[config.mk]
export PLATFORM = sky130hd
export DESIGN_NAME = serial_adder
export DESIGN_NICKNAME = d
export VERILOG_FILES = /design/src/rtl/serial_adder_pkg.sv /design/src/rtl/serial_adder_digit_adder.sv /design/src/rtl/serial_adder.sv
export SDC_FILE = /design/constraint.sdc
export NUM_CORES = 1
export LEC_CHECK = 0
export CAP_MARGIN = 10
export CORE_MARGIN = 5
export CORE_UTILIZATION = 56
export CTS_CLUSTER_SIZE = 16
export DETAILED_ROUTE_END_ITERATION = 7
export PLACE_DENSITY = 0.83
export SETUP_SLACK_MARGIN = 0.3
export SLEW_MARGIN = 0
export SYNTH_ARGS = -nofsm -noshare
export SYNTH_HDL_FRONTEND = slang
export SYNTH_SLANG_ARGS = --single-unit
export TNS_END_PERCENT = 5
[constraint.sdc]
create_clock -name clk -period 5.2 [get_ports clk]
set_clock_uncertainty 0.1 [all_clocks]
set_input_delay 1.3 -clock clk [delete_from_list [all_inputs] [get_ports clk]]
set_output_delay 1.3 -clock clk [all_outputs]
set_load 0.02 [all_outputs]
[src/rtl/serial_adder_pkg.sv]
// rtl/serial_adder_pkg.sv - shared state encoding and default sizing for serial_adder
package serial_adder_pkg;

    localparam int DEF_WIDTH = 32;
    localparam int DEF_DIGIT = 4;

    typedef enum logic [1:0] {
        ST_IDLE = 2'd0,
        ST_BUSY = 2'd1,
        ST_DONE = 2'd2
    } state_e;

endpackage

[src/rtl/serial_adder_digit_adder.sv]
// rtl/serial_adder_digit_adder.sv - combinational DIGIT-bit slice adder with carry into its MSB
module digit_adder #(
    parameter int DIGIT = 4
) (
    input  logic [DIGIT-1:0] a_i,
    input  logic [DIGIT-1:0] b_i,
    input  logic             c_i,
    output logic [DIGIT-1:0] s_o,
    output logic             c_o,
    output logic             c_msb_o
);

    logic [DIGIT:0] full;

    assign full = {1'b0, a_i} + {1'b0, b_i} + {{DIGIT{1'b0}}, c_i};
    assign s_o  = full[DIGIT-1:0];
    assign c_o  = full[DIGIT];
    // The MSB sum bit is a ^ b ^ carry-in, so the carry into it falls out by xor.
    assign c_msb_o = full[DIGIT-1] ^ a_i[DIGIT-1] ^ b_i[DIGIT-1];

endmodule

[src/rtl/serial_adder.sv]
// rtl/serial_adder.sv - digit-serial add/subtract unit; SERIAL_ADDER_SUB_EN enables the sub input
module serial_adder
    import serial_adder_pkg::*;
#(
    parameter int WIDTH = DEF_WIDTH,
    parameter int DIGIT = DEF_DIGIT
) (
    input  logic             clk,
    input  logic             rst_n,
    input  logic             start,
    input  logic [WIDTH-1:0] a,
    input  logic [WIDTH-1:0] b,
    input  logic             cin,
    input  logic             sub,
    output logic             busy,
    output logic             done,
    output logic [WIDTH-1:0] sum,
    output logic             cout,
    output logic             ovf
);

    localparam int STEPS = WIDTH / DIGIT;
    localparam int CW    = (STEPS > 1) ? $clog2(STEPS) : 1;

    state_e           state_q;
    logic [CW-1:0]    cnt_q;
    logic [WIDTH-1:0] a_q;
    logic [WIDTH-1:0] b_q;
    logic [WIDTH-1:0] acc_q;
    logic [WIDTH-1:0] sum_q;
    logic             carry_q;
    logic             busy_q;
    logic             done_q;
    logic             cout_q;
    logic             ovf_q;

    logic             sub_eff;
    logic [DIGIT-1:0] dig_s;
    logic             dig_c;
    logic             dig_cmsb;
    logic [WIDTH-1:0] acc_d;
    logic             last_step;

`ifdef SERIAL_ADDER_SUB_EN
    assign sub_eff = sub;
`else
    // Subtraction compiled out: the port stays for pin compatibility but never takes effect.
    assign sub_eff = 1'b0 & sub;
`endif

    digit_adder #(.DIGIT(DIGIT)) u_digit (
        .a_i     (a_q[DIGIT-1:0]),
        .b_i     (b_q[DIGIT-1:0]),
        .c_i     (carry_q),
        .s_o     (dig_s),
        .c_o     (dig_c),
        .c_msb_o (dig_cmsb)
    );

    // Slice results enter at the top and walk down, so after STEPS cycles acc holds the full sum.
    assign acc_d     = WIDTH'({dig_s, acc_q} >> DIGIT);
    assign last_step = (cnt_q == CW'(STEPS - 1));

    always_ff @(posedge clk or negedge rst_n) begin
        if (!rst_n) begin
            state_q <= ST_IDLE;
            cnt_q   <= '0;
            a_q     <= '0;
            b_q     <= '0;
            acc_q   <= '0;
            sum_q   <= '0;
            carry_q <= 1'b0;
            busy_q  <= 1'b0;
            done_q  <= 1'b0;
            cout_q  <= 1'b0;
            ovf_q   <= 1'b0;
        end else begin
            done_q <= 1'b0;
            case (state_q)
                ST_IDLE, ST_DONE: begin
                    if (start) begin
                        a_q     <= a;
                        b_q     <= b ^ {WIDTH{sub_eff}};
                        carry_q <= cin ^ sub_eff;
                        cnt_q   <= '0;
                        state_q <= ST_BUSY;
                        busy_q  <= 1'b1;
                    end else begin
                        state_q <= ST_IDLE;
                        busy_q  <= 1'b0;
                    end
                end
                ST_BUSY: begin
                    a_q     <= a_q >> DIGIT;
                    b_q     <= b_q >> DIGIT;
                    acc_q   <= acc_d;
                    carry_q <= dig_c;
                    cnt_q   <= cnt_q + CW'(1);
                    if (last_step) begin
                        sum_q   <= acc_d;
                        cout_q  <= dig_c;
                        ovf_q   <= dig_c ^ dig_cmsb;
                        state_q <= ST_DONE;
                        busy_q  <= 1'b0;
                        done_q  <= 1'b1;
                    end
                end
                default: begin
                    state_q <= ST_IDLE;
                    busy_q  <= 1'b0;
                end
            endcase
        end
    end

    assign busy = busy_q;
    assign done = done_q;
    assign sum  = sum_q;
    assign cout = cout_q;
    assign ovf  = ovf_q;

endmodule
==> impl_metrics.json <==
{
  "status": "finished, final reports clean",
  "path_cells": "clkdlybuf4s50_1",
  "cp-end-kind": "output pin",
  "numCtsBuffers": 17,
  "critical_path_arrival_ns": 1.51,
  "synthFlopType": "dfrtp_1",
  "die_w_um": 111,
  "root_buffer": "clkbuf_8",
  "synthTopCellsByCount": "192 x nand2_1, 134 x dfrtp_1, 58 x nor2_1, 52 x a31oi_1, 25 x mux2_4",
  "peakVddDrop_mv": 0.357,
  "reg2reg_slack_ns": 2.86,
  "maxSlewViolCount": 0,
  "cts_setup_buffers": 0,
  "synth_edf_count": 0,
  "antenna_found_initial": 0,
  "hold_start": "a_q[4]",
  "viasPerCell": 5.31,
  "netlist_area_sq_um": 5670,
  "io_pins": 105,
  "cp-start-kind": "register",
  "worstSetupPathType": "reg -> out",
  "finalPower_mw": 5.00,
  "synthXorXnorAreaFrac_pct": 0.772,
  "p_leak_nw": 3.45,
  "synth_nets": 641,
  "tightest_slew_ns": 1.01,
  "dp_hpwl_mm": 8.00,
  "slowest_delay_ns": 0.62,
  "critPathTopFamily": "buffers and inverters",
  "postCtsHoldBufs": 0,
  "min-delay-path-class": "reg -> reg",
  "holdPathEnd": "a_q[0]",
  "fp.dieH_um": 111,
  "synthCells": 565,
  "vias": 4235,
  "routedWlPerCell_um": 15.4,
  "synth_compound_area_share_pct": 9.73,
  "async_flop_share_pct": 100,
  "initial_core_util_pct": 57.7,
  "yosysUniqueCellTypes": 26,
  "max_slew_margin_pct": 32.4,
  "holdPathStages": 2,
  "grt_use_total_pct": 20.9,
  "grt_pass1_vias": 4367,
  "min_period_ns": 2.91,
  "num_antenna_cells": 0,
  "synth.yosys.warnings": 0,
  "final_hold_viol_count": 0,
  "core_area_sq_um": 9820,
  "grt_setup_unrepaired": "no",
  "antenna_left": 0,
  "grt_pass1_wl_mm": 20.9,
  "yosys.area.top_type": "dfrtp_1",
  "tns_ns": 0,
  "drc": 0,
  "synth_top_family_by_area": "simple AND/OR/NAND/NOR gates",
  "clk_latency_ns": 0.51,
  "routabilityCongestion": 0.855,
  "die-area_sq_um": 12200,
  "yosysSeqAreaShare_pct": 59.1,
  "avgSynthCellArea_sq_um": 10.0,
  "yosys.area_share.adder_pct": 1.81,
  "rows": 36,
  "ctsLongestPathBuffers": 2,
  "post_cts_resize_count": 0,
  "path_clk_slew_ns": 0.06,
  "drive_gt1_share_pct": 10.4,
  "area_delta_synth_final_pct": 28.8,
  "synth_mux_area_share_pct": 7.22,
  "h-tree-depth": 4,
  "final_nets": 728,
  "cp_num_buf_inv": 1,
  "power.density_nw_per_um2": 685,
  "cts.sinks": 134,
  "yosysMostFrequentCell": "nand2_1",
  "post-route-period-util_pct": 55.9,
  "fmax_mhz": 344,
  "cp_slowest_cell": "clkdlybuf4s50_1",
  "drtIter0Drc": 234,
  "grt.overflow.total": 0,
  "timing.rr.start": "a_q[0]",
  "ys_seq_elements": 134,
  "required_ns": 3.80,
  "cap_violations": 0,
  "synthSimpleGateAreaFrac_pct": 17.3,
  "reg2reg_to": "ovf",
  "cp_max_fo": 2,
  "drt_pass1_iterations": 5,
  "synth_top_area_share_pct": 59.1,
  "grt_max_degree": 101,
  "synthTopCellsByArea": "dfrtp_1 59%, nand2_1 13%, mux2_4 6.6%, a31oi_1 5.7%, nor2_1 3.8%",
  "placement.io_buffers": 103,
  "routed_wl_mm": 12.3,
  "cts_tree": "built",
  "setup_violations": 0,
  "ff2ff_path_depth": 8
}
[placed cells by master, fill, tap and decap left out, types with 2 or more instances in the layout]
cell               n
o21ai_1            3
a22o_1            10
bufinv_16          2
mux2_2             2
xnor2_1            4
clkbuf_8           4
a31oi_1           52
dfrtp_1          134
inv_6              2
buf_4              4
nor2_1            58
o21ai_0           15
clkinv_4           2
clkbuf_16         16
ha_1               5
a21oi_1            5
inv_1              8
clkdlybuf4s50_1  102
nand2_1          192
fa_1               2
mux2_4            25
clkinv_2           6
[per-stage QoR]
stage	cell area (sq um)	cells	hold WS (ns)	utilization, %	setup slack [ns]
4_1_cts	7300	798	0.379	74.4	2.26
6_report	7300	798	0.374	74.4	2.29
3_3_place_gp	6720	766	0.361	68.4	2.11
3_5_place_dp	6720	766	0.366	68.4	2.07
2_1_floorplan	5670	565	0.342	-	2.95
5_1_grt	7300	798	0.407	74.4	2.23
[layer usage]
layer / part of all wire, % / track usage (%)
met5: 0 / 0
met4: 2.8 / 9.28
met3: 5.7 / 6.89
met2: 50 / 33.3
met1: 41 / 26.0
[where the power goes]
group | switching, mW | internal (mW)
Sequential | 0.306 | 1.55
Clock | 0.438 | 0.719
Combinational | 1.09 | 0.899
[flip-flops by register name (all words and copies together) (netlist names)]
signal / flops
a_q: 32
b_q: 32
sum: 32
acc_q: 28
cnt_q: 3
state_q: 2
busy: 1
carry_q: 1
cout: 1
done: 1
ovf: 1
[area by class of cell]
class / count / area, sq um
Sequential cell: 134 / 3350
Fill cell: 722 / 2520
Multi-Input combinational cell: 384 / 2110
Timing Repair Buffer: 107 / 1060
Clock buffer: 20 / 455
Tap cell: 133 / 166
Clock inverter: 12 / 125
Inverter: 8 / 30.0
[logic make-up after synthesis]
kind of cell,Yosys count
simple gates,256
mux,28
compound gates,88
fa+ha+maj,7
flops,134
buf+inv,47
xor+xnor,5
[worst max path at each step]
stage	startpoint	endpoint	depth (start not counted)
CTS	sum[24]	sum[24]	1
global route	sum[24]	sum[24]	1
global placement	start	carry_q	5
floorplan	start	b_q[15]	6
detailed placement	start	carry_q	5
finish	sum[28]	sum[28]	1
[worst register-to-register path: cells and delay by family (launching register included)]
| kind | cells | cell delay, ns |
|---|---|---|
| xor gates and xnor gates | 2 | 0.38 |
| DFF | 1 | 0.32 |
| AOI/OAI and AO/OA | 2 | 0.26 |
| buffers and inverters | 1 | 0.07 |
| and+or+nand+nor | 1 | 0.17 |
| adders and majority gates | 2 | 0.90 |
Power figures use the tool's default switching activity.
